[config.mk]
export PLATFORM = sky130hd
export DESIGN_NAME = rob_submit_arbiter
export DESIGN_NICKNAME = d
export VERILOG_FILES = /design/src/rtl/rob_pkg.sv /design/src/rtl/result_fifo.sv /design/src/rtl/rob_submit_arbiter.sv
export SDC_FILE = /design/constraint.sdc
export NUM_CORES = 1
export LEC_CHECK = 0
export CAP_MARGIN = 30
export CORE_UTILIZATION = 25
export CTS_BUF_LIST = sky130_fd_sc_hd__clkbuf_8
export DETAILED_ROUTE_END_ITERATION = 6
export DONT_BUFFER_PORTS = 1
export GPL_TIMING_DRIVEN = 0
export PLACE_DENSITY = 0.4
export SLEW_MARGIN = 20
export SYNTH_ARGS = -nofsm -noshare
export SYNTH_HDL_FRONTEND = slang
export SYNTH_SLANG_ARGS = --single-unit
export TNS_END_PERCENT = 10
[constraint.sdc]
create_clock -name clk_in -period 3.1 [get_ports clk_in]
set_input_delay 0.31 -clock clk_in [delete_from_list [all_inputs] [get_ports clk_in]]
set_output_delay 0.31 -clock clk_in [all_outputs]
set_load 0.01 [all_outputs]
[src/rtl/rob_pkg.sv]
// Shared definitions for the ROB result-submit arbiter: widths, source
// encodings and the buffered result record.
package rob_pkg;

    localparam int TAG_W  = 4;
    localparam int DATA_W = 32;

    // Tag value meaning "no ROB entry"; such results are dropped on entry.
    localparam logic [TAG_W-1:0] ROB_TAG_NONE = '0;

    // Source encodings used on sub_src_out and in the priority register.
    localparam logic SRC_RS  = 1'b0;
    localparam logic SRC_LSB = 1'b1;

    typedef struct packed {
        logic [TAG_W-1:0]  tag;
        logic [DATA_W-1:0] val;
    } result_t;

endpackage

[src/rtl/result_fifo.sv]
// Small synchronous FIFO of result records with full/empty status, a global
// enable that freezes all state, and a flush that empties it in one edge.
// Flush wins over push and pop. Pointers wrap modulo DEPTH.
module result_fifo
    import rob_pkg::*;
#(
    parameter int DEPTH = 2
) (
    input  logic    i_clk,
    input  logic    i_rst_n,
    input  logic    i_en,
    input  logic    i_flush,
    input  logic    i_push,
    input  result_t i_din,
    input  logic    i_pop,
    output result_t o_dout,
    output logic    o_full,
    output logic    o_empty
);

    localparam int PTR_W = (DEPTH > 1) ? $clog2(DEPTH) : 1;
    localparam int CNT_W = PTR_W + 1;

    result_t            r_mem [DEPTH];
    logic [PTR_W-1:0]   r_wr_ptr;
    logic [PTR_W-1:0]   r_rd_ptr;
    logic [CNT_W-1:0]   r_count;

    logic               w_do_push;
    logic               w_do_pop;

    assign o_full    = (r_count == CNT_W'(DEPTH));
    assign o_empty   = (r_count == '0);
    assign o_dout    = r_mem[r_rd_ptr];

    // A push into a full FIFO or a pop from an empty one is ignored.
    assign w_do_push = i_en && !i_flush && i_push && !o_full;
    assign w_do_pop  = i_en && !i_flush && i_pop  && !o_empty;

    // Pointer and occupancy bookkeeping; flush returns to the empty state.
    always_ff @(posedge i_clk or negedge i_rst_n) begin
        if (!i_rst_n) begin
            r_wr_ptr <= '0;
            r_rd_ptr <= '0;
            r_count  <= '0;
        end else if (i_en) begin
            if (i_flush) begin
                r_wr_ptr <= '0;
                r_rd_ptr <= '0;
                r_count  <= '0;
            end else begin
                if (w_do_push) r_wr_ptr <= r_wr_ptr + 1'b1;
                if (w_do_pop)  r_rd_ptr <= r_rd_ptr + 1'b1;
                if (w_do_push && !w_do_pop)      r_count <= r_count + 1'b1;
                else if (w_do_pop && !w_do_push) r_count <= r_count - 1'b1;
            end
        end
    end

    // Payload storage; contents are only meaningful behind the occupancy count.
    always_ff @(posedge i_clk) begin
        if (w_do_push) r_mem[r_wr_ptr] <= i_din;
    end

endmodule

[src/rtl/rob_submit_arbiter.sv]
// Buffers completed results from the RS and LSB paths and round-robins them
// one per cycle onto the ROB submit channel. A mispredict flush drops all
// buffered results and returns priority to RS.
// Optional build macro: ROB_SUBMIT_ARB_BYPASS_EN forwards a valid input from
// an empty source straight to the submit channel in the same cycle.
module rob_submit_arbiter
    import rob_pkg::*;
#(
    parameter int FIFO_DEPTH = 2
) (
    input  logic              clk_in,
    input  logic              rst_n_in,
    input  logic              rdy_in,
    input  logic              flush_in,
    input  logic              rs_valid_in,
    input  logic [TAG_W-1:0]  rs_tag_in,
    input  logic [DATA_W-1:0] rs_val_in,
    output logic              rs_ready_out,
    input  logic              lsb_valid_in,
    input  logic [TAG_W-1:0]  lsb_tag_in,
    input  logic [DATA_W-1:0] lsb_val_in,
    output logic              lsb_ready_out,
    output logic              sub_valid_out,
    output logic [TAG_W-1:0]  sub_tag_out,
    output logic [DATA_W-1:0] sub_val_out,
    output logic              sub_src_out,
    input  logic              sub_ready_in
);

    logic    r_prio;

    result_t w_rs_head;
    result_t w_lsb_head;
    logic    w_rs_full;
    logic    w_rs_empty;
    logic    w_lsb_full;
    logic    w_lsb_empty;

    logic    w_rs_byp;
    logic    w_lsb_byp;
    logic    w_rs_cand;
    logic    w_lsb_cand;
    result_t w_rs_eff;
    result_t w_lsb_eff;

    logic    w_any;
    logic    w_grant_src;
    result_t w_grant;
    logic    w_fire;
    logic    w_rs_pop;
    logic    w_lsb_pop;
    logic    w_rs_push;
    logic    w_lsb_push;

    // Ready is not pop-aware: a full FIFO refuses input even while it drains.
    assign rs_ready_out  = rst_n_in && rdy_in && !w_rs_full;
    assign lsb_ready_out = rst_n_in && rdy_in && !w_lsb_full;

`ifdef ROB_SUBMIT_ARB_BYPASS_EN
    // An input arriving at an empty source competes as if it were the head.
    assign w_rs_byp  = w_rs_empty  && rs_valid_in  && (rs_tag_in  != ROB_TAG_NONE);
    assign w_lsb_byp = w_lsb_empty && lsb_valid_in && (lsb_tag_in != ROB_TAG_NONE);
`else
    assign w_rs_byp  = 1'b0;
    assign w_lsb_byp = 1'b0;
`endif

    assign w_rs_cand  = !w_rs_empty  || w_rs_byp;
    assign w_lsb_cand = !w_lsb_empty || w_lsb_byp;
    assign w_rs_eff   = w_rs_byp  ? '{tag: rs_tag_in,  val: rs_val_in}  : w_rs_head;
    assign w_lsb_eff  = w_lsb_byp ? '{tag: lsb_tag_in, val: lsb_val_in} : w_lsb_head;
    assign w_any      = w_rs_cand || w_lsb_cand;

    // Grant selection: priority register breaks ties, otherwise the lone candidate.
    always_comb begin
        w_grant_src = SRC_RS;
        if (w_rs_cand && w_lsb_cand) w_grant_src = r_prio;
        else if (w_lsb_cand)         w_grant_src = SRC_LSB;
        w_grant = (w_grant_src == SRC_LSB) ? w_lsb_eff : w_rs_eff;
    end

    // Submit channel drives zeros whenever nothing is offered.
    always_comb begin
        sub_valid_out = rst_n_in && rdy_in && w_any;
        sub_tag_out   = '0;
        sub_val_out   = '0;
        sub_src_out   = SRC_RS;
        if (sub_valid_out) begin
            sub_tag_out = w_grant.tag;
            sub_val_out = w_grant.val;
            sub_src_out = w_grant_src;
        end
    end

    assign w_fire    = rdy_in && !flush_in && sub_valid_out && sub_ready_in;
    assign w_rs_pop  = w_fire && (w_grant_src == SRC_RS);
    assign w_lsb_pop = w_fire && (w_grant_src == SRC_LSB);

    // Tag-none results complete the handshake but are never stored; a bypassed
    // result the ROB has already taken is not stored either.
    assign w_rs_push  = rs_valid_in  && rs_ready_out  && (rs_tag_in  != ROB_TAG_NONE)
                        && !(w_rs_byp  && w_rs_pop);
    assign w_lsb_push = lsb_valid_in && lsb_ready_out && (lsb_tag_in != ROB_TAG_NONE)
                        && !(w_lsb_byp && w_lsb_pop);

    // Round-robin pointer: after each accepted submit the other source leads.
    always_ff @(posedge clk_in or negedge rst_n_in) begin
        if (!rst_n_in) begin
            r_prio <= SRC_RS;
        end else if (rdy_in) begin
            if (flush_in)    r_prio <= SRC_RS;
            else if (w_fire) r_prio <= ~w_grant_src;
        end
    end

    result_fifo #(.DEPTH(FIFO_DEPTH)) u_rs_fifo (
        .i_clk   (clk_in),
        .i_rst_n (rst_n_in),
        .i_en    (rdy_in),
        .i_flush (flush_in),
        .i_push  (w_rs_push),
        .i_din   ('{tag: rs_tag_in, val: rs_val_in}),
        .i_pop   (w_rs_pop && !w_rs_byp),
        .o_dout  (w_rs_head),
        .o_full  (w_rs_full),
        .o_empty (w_rs_empty)
    );

    result_fifo #(.DEPTH(FIFO_DEPTH)) u_lsb_fifo (
        .i_clk   (clk_in),
        .i_rst_n (rst_n_in),
        .i_en    (rdy_in),
        .i_flush (flush_in),
        .i_push  (w_lsb_push),
        .i_din   ('{tag: lsb_tag_in, val: lsb_val_in}),
        .i_pop   (w_lsb_pop && !w_lsb_byp),
        .o_dout  (w_lsb_head),
        .o_full  (w_lsb_full),
        .o_empty (w_lsb_empty)
    );

endmodule

======== Yosys cells after proc, flatten, opt, wreduce, memory -nomap -nowiden ========
Memories as Yosys holds them, arrays and structs flattened.
Cells that the tools add are included.
Widths: inputs -> output; s select.
storage, ports and cells
  register bits after elaboration ......... 9
  memory bits (writable) .................. 144
  output and inout port bits .............. 40
  memories kept ........................... 2
memories
  name              depth  bits a word  rd ports  clocked after Yosys merged registers in  write ports  line               text
  u_lsb_fifo.r_mem  2      36           1         0                                        1            result_fifo.sv:24  result_t r_mem [DEPTH];
  u_rs_fifo.r_mem   2      36           1         0                                        1            result_fifo.sv:24
operators by class
  add/subtract/negate cells ............... 8
  equality and inequality tests ........... 2
  multiplexer cells ....................... 26
  bitwise operators ....................... 1
  reduce and logical (&&, ||, !) cells .... 54
operator list
  kind                 number
  $mux 36              1
  $mux 32              1
  $logic_and 1x1->1    26
  $mux 1               17
  $reduce_and 2->1     7
  $mux 2               6
  $reduce_bool 2->1    5
  $logic_not 1->1      9
  $reduce_bool 4->1    2
  $reduce_bool 3->1    2
  $add 1x1->1 const B  4
  $add 2x1->2 const B  2
  $eq 2x2->1 const B   2
  $logic_not 2->1      2
  $mux 4               1
  $sub 2x1->2 const B  2
  $logic_or 1x1->1     1
  $not 1->1            1

======== Longest topological paths before layout ========
Gate-level depths: netlist (run 1).
  depth after elaboration ................. 13
  gate-level depth with buffers ........... 7
  gate-level depth less buffers ........... 6

======== Modules after synthesis ========
From an unflattened synthesis (run 1), not the netlist that was laid out.
unflattened totals
  cells, all modules ...................... 429
  area total of the unflattened synthesis .. 6433.7 um^2
by module, submodules not included
  module              instances  cells each  area each (um^2)  seq. area each (um^2)
  result_fifo         2          144         2880.3            2262.2
  rob_submit_arbiter  1          141         673.1             25.0

======== Worst setup path before layout (run 1) ========
Ideal clock, no wire load.
  path kind ............................... flip-flop to flip-flop
  start point ............................. reg u_lsb_fifo.r_count[1]
  end point ............................... mem u_lsb_fifo.r_mem[0][0] (netlist bit), enable pin
  library setup time ...................... 430 ps
  data arrival time ....................... 2684 ps
  data required time ...................... 2670 ps
  path slack .............................. -14 ps
  stages on the path, launching flop included .. 5
  buffers on the path ..................... 1
  period minus slack after synthesis ...... 3114 ps
  cell sequence ........................... dfrtp_1 -> nor2b_1 -> or4_4 -> buf_6 -> nor2_1
on the way
  longest elaborated chain between the ends .. 9
RTL lines
  item                             line                                         text
  start: declaration               result_fifo.sv:27                            logic [CNT_W-1:0] r_count;
  start signal: assignment         result_fifo.sv:54                            if (w_do_push && !w_do_pop) r_count <= r_count + 1'b1;
  start signal: assignment         result_fifo.sv:55                            else if (w_do_pop && !w_do_push) r_count <= r_count - 1'b1;
  $eq 2x2->1 *                     result_fifo.sv:32                            assign o_full = (r_count == CNT_W'(DEPTH));
  $logic_not 1->1 *                result_fifo.sv:37, rob_submit_arbiter.sv:57
  $logic_and 1x1->1                rob_submit_arbiter.sv:57                     assign lsb_ready_out = rst_n_in && rdy_in && !w_lsb_full;
  $logic_and 1x1->1 (2 in series)  rob_submit_arbiter.sv:103                    assign w_lsb_push = lsb_valid_in && lsb_ready_out && (lsb_tag_in != ROB_TAG_NONE)
  $logic_and 1x1->1                result_fifo.sv:37                            assign w_do_push = i_en && !i_flush && i_push && !o_full;
  $logic_and 1x1->1 *              result_fifo.sv:37
  $mux 1 *                         result_fifo.sv:62                            if (w_do_push) r_mem[r_wr_ptr] <= i_din;
  $mux 1 (not written as such) *   result_fifo.sv:62
  end: declaration                 result_fifo.sv:24
Every way passes the cells marked *; elsewhere a longest branch is shown, timed or not.

======== Worst setup path after layout (run 1) ========
  start point ............................. reg u_lsb_fifo.r_count[0]
  end point ............................... out sub_val_out[10]
on the way
  longest elaborated chain between the ends .. 6
  elaborated cells on any way between the ends .. 9
  classes of those cells .................. 4 x mux; 5 x reduce/logical
RTL lines
  item               line                      text
  $logic_not 2->1 *  result_fifo.sv:33         assign o_empty = (r_count == '0);
  $logic_not 1->1    rob_submit_arbiter.sv:69  assign w_lsb_cand = !w_lsb_empty || w_lsb_byp;
  $logic_and 1x1->1  rob_submit_arbiter.sv:77  if (w_rs_cand && w_lsb_cand) w_grant_src = r_prio;
  $mux 1             rob_submit_arbiter.sv:77
  $mux 36            rob_submit_arbiter.sv:79  w_grant = (w_grant_src == SRC_LSB) ? w_lsb_eff : w_rs_eff;
  $mux 32 *          rob_submit_arbiter.sv:88  if (sub_valid_out) begin
  end: declaration   rob_submit_arbiter.sv:25  output logic [DATA_W-1:0] sub_val_out,
Marks and branches as above.

==> results of run 1 <==
-- final timing paths --
path | endpoint | depth (start not counted)
setup / recovery | sub_val_out[10] | 5
hold / removal | u_lsb_fifo.r_count[1]$_DFFE_PN0P_ | 2
setup reg to reg | u_rs_fifo.r_mem[0][12]$_DFFE_PP_ | 4
hold reg to reg | r_prio$_DFFE_PN0P_ | 1
max in group asynchronous | u_rs_fifo.r_rd_ptr$_DFFE_PN0P_ | 1
min in group asynchronous | u_lsb_fifo.r_wr_ptr$_DFFE_PN0P_ | 1
-- kinds of logic after synthesis --
logic type      synth area share [%]
simple gates                    6.66
compound gates                  11.0
mux                             6.16
buf+inv                         1.96
flops                           73.6
xor+xnor                       0.567
-- sequential cells by signal, summed over array words and instances (netlist names) --
name and count:
r_prio 1, u_lsb_fifo.r_count 2, u_lsb_fifo.r_mem 72, u_lsb_fifo.r_rd_ptr 1
u_lsb_fifo.r_wr_ptr 1, u_rs_fifo.r_count 2, u_rs_fifo.r_mem 72, u_rs_fifo.r_rd_ptr 1
u_rs_fifo.r_wr_ptr 1
-- layer usage --
layer,up-vias,part of all wire [%]
met3,17,4.5
met1,1865,45
met2,93,49
met4,0,1.5
met5,-,0
li1,1711,-
-- through the flow --
step	setup TNS, ns	utilization, %	setup slack (ns)	instance area (sq um)	std cells
finish	0	32.5	0.237	7870	818
global route	0	32.5	0.0142	7870	818
detailed placement	0	27.6	0.194	6690	712
global placement	-153.45	27.2	-1.57	6590	708
floorplan	-0.978	-	-0.0136	6180	384
CTS	0	32.4	0.0106	7860	816
-- layout by cell type (no fill, tap or decap), types with 2 or more instances in the layout --
cell,n
dfrtp_1,9
nor4_1,3
clkbuf_1,10
a21oi_1,4
nor2_4,2
a211oi_1,74
nand2b_1,2
a21o_1,2
xnor2_1,3
buf_2,3
edfxtp_1,144
dlygate4sd3_1,73
buf_12,4
clkbuf_2,8
o22ai_1,2
nor2_1,6
inv_1,4
nor3_1,2
mux2i_1,38
clkinv_8,5
nand2_1,3
nor2b_1,37
inv_8,5
buf_1,3
clkbuf_8,17
clkinv_4,2
diode_2,2
or2_2,2
-- power by group --
group	switching (mW)	internal, mW	leakage, nW
sequential	0.0535	2.33	1.42
combinational	0.945	0.427	0.821
clock	0.919	0.698	0.214
-- synthesized netlist by cell type, drive strengths merged, types with 4 or more instances --
cell type / count / area (sq um)
inv: 4 / 15.0
dfrtp: 9 / 225
clkbuf: 19 / 71.3
mux2i: 38 / 380
edfxtp: 144 / 4320
nor2b: 38 / 238
a21oi: 4 / 20.0
nand2: 4 / 15.0
a211oi: 74 / 556
nor2: 8 / 30.0
buf: 7 / 35.0
-- repair_timing --
item / 4_1_cts / 5_1_grt
resized for setup: 10 / 1
hold endpoints to repair: 153 / 0
endpoints found under the setup margin: 33 / 14
hold buffers: 73 / 0
-- worst register-to-register path, delay by kind of cell, from the launching register on --
family	cells	cell delay [ns]
AOI/OAI and AO/OA	1	0.50
buffers and inverters	2	0.40
DFF	1	0.45
and+or+nand+nor	1	0.59
-- layout make-up --
cell class / instances / area (sq um)
fill: 2436 / 16400
sequential: 153 / 4550
multi-input combinational: 201 / 1540
timing repair buffer: 77 / 811
tap: 324 / 405
clock buffer: 17 / 234
clock inverter: 15 / 201
buffer: 25 / 115
inverter: 4 / 15.0
antenna: 2 / 5.00
==> results.toml, run 1 <==
[setup_path]
slowest_stage = "dfrtp_1"
r2r-start = "u_rs_fifo.r_count[0]$_DFFE_PN0P_"
worstPathRequired_ns = 2.79
cp-start-kind = "register"
crit_chain = "or2_1 > nand2_2 > clkbuf_1 > a211oi_1 > a211oi_1"
crit_buf_inv = 1
arrival_ns = 2.55
path_common_cell = "a211oi_1"
crit_path_start = "u_lsb_fifo.r_count[0]$_DFFE_PN0P_"
r2r_slack_ns = 0.85
cp_top_family = "simple AND/OR/NAND/NOR gates"
slowest_delay_ns = 0.46
path_class = "reg2out"
crit_fanout = 10
end_kind = "output pin"

[finish]
drive_above_1_share_pct = 12.0
area_growth_pct = 27.4
nNetsFinal = 558

[place]
gp_congestion = 0.759
port_buffers = 0
place_hpwl_microns = 10600

[global_route]
grt_pass1_wl_microns = 23900
grtUsageMet1_pct = 16.2
gr-total-overflow = 0
antenna_found_initial = 2
met2_usage_pct = 21.4
first_global_vias = 3951
grt_max_degree = 25
grt.busiest_layer = "met2"
grt_usage_pct = 13.0
use_met3_pct = 3.41

[timing]
hold_viol_final = 0
slew_violations = 0
final.min_clock_period_ns = 2.86
fmax_mhz = 349
min_period_over_period_pct = 92.4
relSlewSlack_pct = 38.3
setup-violations-final = 0
rsz0062_at_grt = "false"
max_slew.worst_pin.slew_ns = 0.926
worst_hold_slack_ns = 0.0792
skew_ns = 0.0182

[drt]
route.detailed.drc = 0
drt_iter0_drc = 147
ant_nets = 0
routedWlPerCell_microns = 19.3
firstDrtPassIters = 4
via_per_inst = 4.51
wl_microns = 15800
via_count = 3686

[clocking]
clock_latency_ns = 0.47
cts.sinks = 153
post_cts_buffers = 0
cts_tree = "done"
cts_buffer_depth = 2
htreeDepth = 4
cts-root-buf = "clkbuf_8"
clk_pin_slew_ns = 0.09
cts_buffers = 17

[outcome]
status = "finished clean"

[die]
die_y_microns = 159
core_sq_mm = 0.0242
start_util_pct = 25.5
io_pins = 119
die-area_sq_mm = 0.0254
die_x_microns = 159
rows = 57

[yosys]
ys_warn_count = 0
ys_types = 38
syn-num-nets = 463
synthCells = 384
syn_area_sq_mm = 0.00618
ys_seq_area_share_pct = 73.6
synthFlopType = "edfxtp_1"
post_synth.cell_area_avg_sq_um = 16.1
async_reset_ff_share_pct = 5.88
synth_seq_cells = 153
synth_edf_count = 144

[power]
power.leakage_nw = 2.45
cellPowerDensity_mw_per_mm2 = 683
peakVddDrop_uv = 274
power.total_mw = 5.38

[hold_path]
hold_class = "in2reg"
min_from = "sub_ready_in"

[run]
drv_cap = 0
No activity file was read; power rests on OpenSTA's default activity.
==> run 2, diff against run 1 <==
BUFFER_PORTS_ARGS = -buffer_cell sky130_fd_sc_hd__buf_2   (was not set)
DONT_BUFFER_PORTS = not set   (was 1)
PLACE_DENSITY = 0.44   (was 0.4)
==> run 2 against run 1 <==
Flip-flop and latch count stayed put. Register-to-register slack got worse by 0.13 ns. Critical endpoint is now sub_val_out[16]. Largest cell class unchanged. Clock power about the same. Count of clock-buffer cells in the layout did not move.
==> results.toml, run 2 (synthesis results as in run 1) <==
[clocking]
cts-root-buf = "clkbuf_8"
cts_buffers = 17
cts_buffer_depth = 2
cts_tree = "done"
clk_pin_slew_ns = 0.09
htreeDepth = 4
cts.sinks = 153
clock_latency_ns = 0.44
post_cts_buffers = 0

[drt]
via_per_inst = 4.38
drt_iter0_drc = 187
route.detailed.drc = 0
ant_nets = 0
wl_microns = 15600
routedWlPerCell_microns = 18.0
via_count = 3792
firstDrtPassIters = 4

[power]
p_int_mw = 3.61
swShare_pct = 33.0
power.leakage_nw = 2.68
switchingPower_mw = 1.78
p_comb_share_pct = 26.4
peakVddDrop_uv = 256
seq_power_share_pct = 44.2
cellPowerDensity_mw_per_mm2 = 694
power_frac_clock_pct = 29.4

[finish]
antenna_cells = 0
n_fill_cell = 2463
finalInstanceArea_sq_mm = 0.00777
layout_commonest_cell = "edfxtp_1"
top_regs = "u_lsb_fifo.r_mem: 72 flops, u_rs_fifo.r_mem: 72 flops"
area_growth_pct = 25.7
utilization_pct = 32.0
nNetsFinal = 607
final_cell_mix = "144 x edfxtp_1, 119 x buf_2, 74 x a211oi_1"
multi_input_area_sq_mm = 0.00153
regArea_sq_mm = 0.00455
drive_above_1_share_pct = 32.7

[setup_path]
arrival_ns = 2.55
r2r-start = "u_rs_fifo.r_count[0]$_DFFE_PN0P_"
r2r_cells = 4
end_kind = "output pin"
slowest_delay_ns = 0.52
crit_buf_inv = 5
cp_top_family = "buffers and inverters"
crit_chain = "dlygate4sd3_1 > clkbuf_4 > nand2_1 > or2_2 > clkbuf_2 > clkbuf_2 > a211oi_1 > buf_2"
crit_fanout = 12
cp-start-kind = "input pin"
crit_path_start = "rst_n_in"
path_class = "in2out"
worstPathRequired_ns = 2.79
path_depth = 8
path_common_cell = "clkbuf_2"
slowest_stage = "dlygate4sd3_1"

[die]
io_pins = 119
start_util_pct = 25.5
core_sq_mm = 0.0242
die_y_microns = 159
die-area_sq_mm = 0.0254
rows = 57
die_x_microns = 159

[timing]
fmax_mhz = 350
rsz0062_at_grt = "false"
relSlewSlack_pct = 36.8
max_slew.worst_pin.slew_ns = 0.948
hold_viol_final = 0
skew_ns = 0.0125
min_period_over_period_pct = 92.1
worst_hold_slack_ns = 0.0457
slew_violations = 0
final.min_clock_period_ns = 2.86
setup-violations-final = 0

[run]
drv_cap = 0

[global_route]
grt_pass1_wl_microns = 23300
grt_usage_pct = 12.6
grt_max_degree = 20
first_global_vias = 4036
gr-total-overflow = 0
antenna_found_initial = 1

[place]
port_buffers = 118
gp_congestion = 0.745
place_area_sq_mm = 0.00731
place_hpwl_microns = 10800

[hold_path]
min_from = "rs_val_in[24]"
hold_class = "in2reg"
hold_depth = 1

[outcome]
status = "finished clean"
[run 2: cell type report]
class	instances	share of cell area, %
buffer	26	1.58
clock buffer	17	3.01
clock inverter	15	2.27
inverter	4	0.193
multi-input combinational	201	19.7
sequential	153	58.6
tap	324	5.22
timing repair buffer	125	9.44
[run 2: final timing paths]
check	end	slack, ns
max	sub_val_out[16]	0.24
min	u_rs_fifo.r_mem[1][24]$_DFFE_PP_	0.05
max reg2reg	u_rs_fifo.r_mem[0][13]$_DFFE_PP_	0.72
min reg2reg	r_prio$_DFFE_PN0P_	0.54
max in group asynchronous	u_lsb_fifo.r_count[0]$_DFFE_PN0P_	2.67
min in group asynchronous	u_rs_fifo.r_count[0]$_DFFE_PN0P_	0.27
[run 2: worst register-to-register path, stage by stage, from the launching register on]
cell	delay, ns
dfrtp_1	0.47
inv_1	0.14
a2111oi_4	0.51
nor2b_4	0.70
buf_16	0.25
[run 2: per-stage QoR]
stage               setup TNS (ns)  instances  total power [mW]  worst slack [ns]
global route                     0        865              5.69            0.0276
floorplan                   -0.978        384              3.28           -0.0136
CTS                              0        863              5.49           0.00603
global placement           -174.82        826              3.86             -1.88
finish                           0        865              5.39             0.245
detailed placement               0        830              3.88             0.298
[run 2: per-layer routing]
metal	global-route usage [%]	part of all wire [%]	vias to the layer above	routed length, microns
met5	0	0.084	-	13
met4	4.20	0.97	2	151
met3	3.46	3.9	13	608
met2	21.9	51	96	7950
met1	14.9	44	1868	6840
li1	-	-	1813	-
[run 2: power by group through the flow]
stage	Combinational [mW]	Sequential (mW)	Clock, mW
final	1.42	2.39	1.59
after global placement	1.43	2.43	0
after floorplan	0.862	2.42	0
after detailed placement	1.45	2.43	0
after CTS	1.46	2.38	1.64
after global routing	1.57	2.39	1.73
[run 2: repair_timing]
| action | in CTS | in global routing |
|---|---|---|
| hold buffers | 1 | 2 |
| endpoints found under the hold margin | 9 | 3 |
| resized for setup | 8 | 10 |
| setup endpoints to repair | 30 | 32 |
==> run 3, diff against run 2 <==
ABC_AREA = 1   (was not set)
MAX_ROUTING_LAYER = met4   (was not set)
==> run 3 against run 2 <==
Global-route usage rose by 0.77 points. Die area rose by 2.3%. Wire length rose by 4.9%. Non-clock buffer count fell by 1. Clock skew fell by 0.0014 ns. Total power fell by 18%. First-iteration DRC count fell by 1.6%. Count of clock-buffer cells in the layout rose by 2. Synthesized cell count rose by 44%. Critical path type unchanged. Largest cell class unchanged. Largest power group unchanged.
==> results.toml, run 3 <==
[outcome]
status = "finished clean"

[finish]
final_cell_mix = "144 x edfxtp_1, 130 x nand2_1, 129 x buf_2"
layout_commonest_cell = "edfxtp_1"
top_regs = "u_lsb_fifo.r_mem: 72 flops, u_rs_fifo.r_mem: 72 flops"
area_growth_pct = 24.7
fin_cells = 1036
drive_above_1_share_pct = 26.1
nNetsFinal = 775

[timing]
hold_viol_final = 0
min_period_over_period_pct = 86.2
worst_hold_slack_ns = 0.0496
max_slew.worst_pin.slew_ns = 0.672
fmax_mhz = 374
final.min_clock_period_ns = 2.67
rsz0062_at_grt = "false"
skew_ns = 0.0112
slew_violations = 0
relSlewSlack_pct = 55.1
setup-violations-final = 0

[setup_path]
arrival_ns = 2.36
path_class = "in2out"
crit_path_start = "rst_n_in"
end_kind = "output pin"
crit_end = "sub_val_out[2]"
cp-start-kind = "input pin"
r2r_slack_ns = 0.96
r2r_cells = 5
worstPathRequired_ns = 2.79
worstReg2RegEnd = "u_lsb_fifo.r_mem[1][1]$_DFFE_PP_"
r2r-start = "u_lsb_fifo.r_count[0]$_DFFE_PN0P_"
crit_fanout = 10

[drt]
via_count = 4224
drt_iter0_drc = 184
firstDrtPassIters = 7
wl_microns = 16300
routedWlPerCell_microns = 15.8
ant_nets = 0
route.detailed.drc = 0
via_per_inst = 4.08

[global_route]
first_global_vias = 4156
grt_usage_pct = 13.3
gr-total-overflow = 0
grt_pass1_wl_microns = 24300
grt_max_degree = 25
antenna_found_initial = 3

[yosys]
ys_warn_count = 0
synth.top_cells.by_area = "edfxtp_1 68%, nand2_1 7.7%, a21oi_1 6.0%, dfrtp_1 3.6%, inv_1 2.9%"
yosysMostFrequentCell = "edfxtp_1"
async_reset_ff_share_pct = 5.88
post_synth.cell_area_avg_sq_um = 11.4
yosysTopAreaCell = "edfxtp_1"
ys_types = 27
synthCells = 554
syn-num-nets = 633
synth_common_cells = "144 x edfxtp_1, 130 x nand2_1, 76 x a21oi_1, 49 x inv_1, 49 x nor2_1"
synthFlopType = "edfxtp_1"
syn_area_sq_mm = 0.00632
synth_top_area_share_pct = 68.4
synth_seq_cells = 153
ys_seq_area_share_pct = 71.9
synth_edf_count = 144

[hold_path]
hold_depth = 1
hold_class = "in2reg"

[die]
die_y_microns = 161
die_x_microns = 161
rows = 57
io_pins = 119
start_util_pct = 25.8
die-area_sq_mm = 0.0259
core_sq_mm = 0.0245

[run]
drv_cap = 0

[power]
power.leakage_nw = 3.30
cellPowerDensity_mw_per_mm2 = 562
peakVddDrop_uv = 225

[place]
gp_congestion = 0.841
port_buffers = 118
place_inst = 1000
place_hpwl_microns = 12300

[clocking]
cts_tree = "done"
cts_buffers = 17
cts_buffer_depth = 2
post_cts_buffers = 0
cts.sinks = 153
clk_pin_slew_ns = 0.08
clock_latency_ns = 0.44
cts-root-buf = "clkbuf_8"
htreeDepth = 4
cts_resized = 0
## run 3: metal layers
metal  up-vias  wire [microns]  global-route usage [%]
li1       2172               -                       -
met1      1933            7500                    16.7
met2        94            7510                    20.0
met3        25             790                    3.72
met4         0             524                    6.05
met5         -               0                       -
## run 3: cell type report
class / instances / area [sq um]
clock inverter: 13 / 165
sequential: 153 / 4550
timing repair buffer: 123 / 696
inverter: 54 / 203
tap: 324 / 405
buffer: 27 / 131
multi-input combinational: 320 / 1470
fill: 2539 / 16600
antenna: 3 / 7.51
clock buffer: 19 / 262
## run 3: worst min path at each step
stage | from | to | slack [ns]
3_5_place_dp | rst_n_in | u_lsb_fifo.r_count[0]$_DFFE_PN0P_ | 0.20
2_1_floorplan | rst_n_in | r_prio$_DFFE_PN0P_ | 0.01
5_1_grt | rs_val_in[16] | u_rs_fifo.r_mem[1][16]$_DFFE_PP_ | 0.01
6_report | rs_val_in[16] | u_rs_fifo.r_mem[0][16]$_DFFE_PP_ | 0.05
4_1_cts | lsb_val_in[8] | u_lsb_fifo.r_mem[0][8]$_DFFE_PP_ | 0.01
3_3_place_gp | rst_n_in | u_lsb_fifo.r_count[0]$_DFFE_PN0P_ | 0.20
## run 3: what timing repair did
| item | 4_1_cts | 5_1_grt |
|---|---|---|
| hold endpoints to repair | 9 | 0 |
| hold buffers | 1 | 0 |
| setup endpoints to repair | 0 | 0 |
## run 3: through the flow
stage	instance area, sq um	utilization, %	setup TNS [ns]	total power, mW	worst slack [ns]
finish	7890	32.2	0	4.43	0.427
global route	7890	32.2	0	4.63	0.275
CTS	7880	32.1	0	4.50	0.366
detailed placement	7450	30.3	0	2.89	0.754
global placement	7320	29.8	-149.63	2.88	-1.12
floorplan	6320	-	0	2.64	0.236
## run 3: cells by family after synthesis
kind of cell / count (synthesis) / share of synthesized area, %
buf+inv: 81 / 5.28
flops: 153 / 71.9
simple gates: 198 / 12.7
compound gates: 121 / 9.91
xor+xnor: 1 / 0.139
## run 3: power breakdown
part           leakage (nW)  switching, mW  internal [mW]  total, mW
clock                 0.226          0.695          0.904       1.60
combinational          1.65          0.357          0.174      0.531
sequential             1.42         0.0166           2.28       2.30
total                  3.30           1.07           3.36       4.43
## run 3: worst max-delay path, cell delays in order
cell	delay, ns
dlygate4sd3_1	0.52
buf_2	0.28
nand2_2	0.15
inv_1	0.09
nand2_2	0.11
inv_2	0.15
buf_2	0.20
o21ai_0	0.20
a21oi_1	0.20
buf_2	0.16
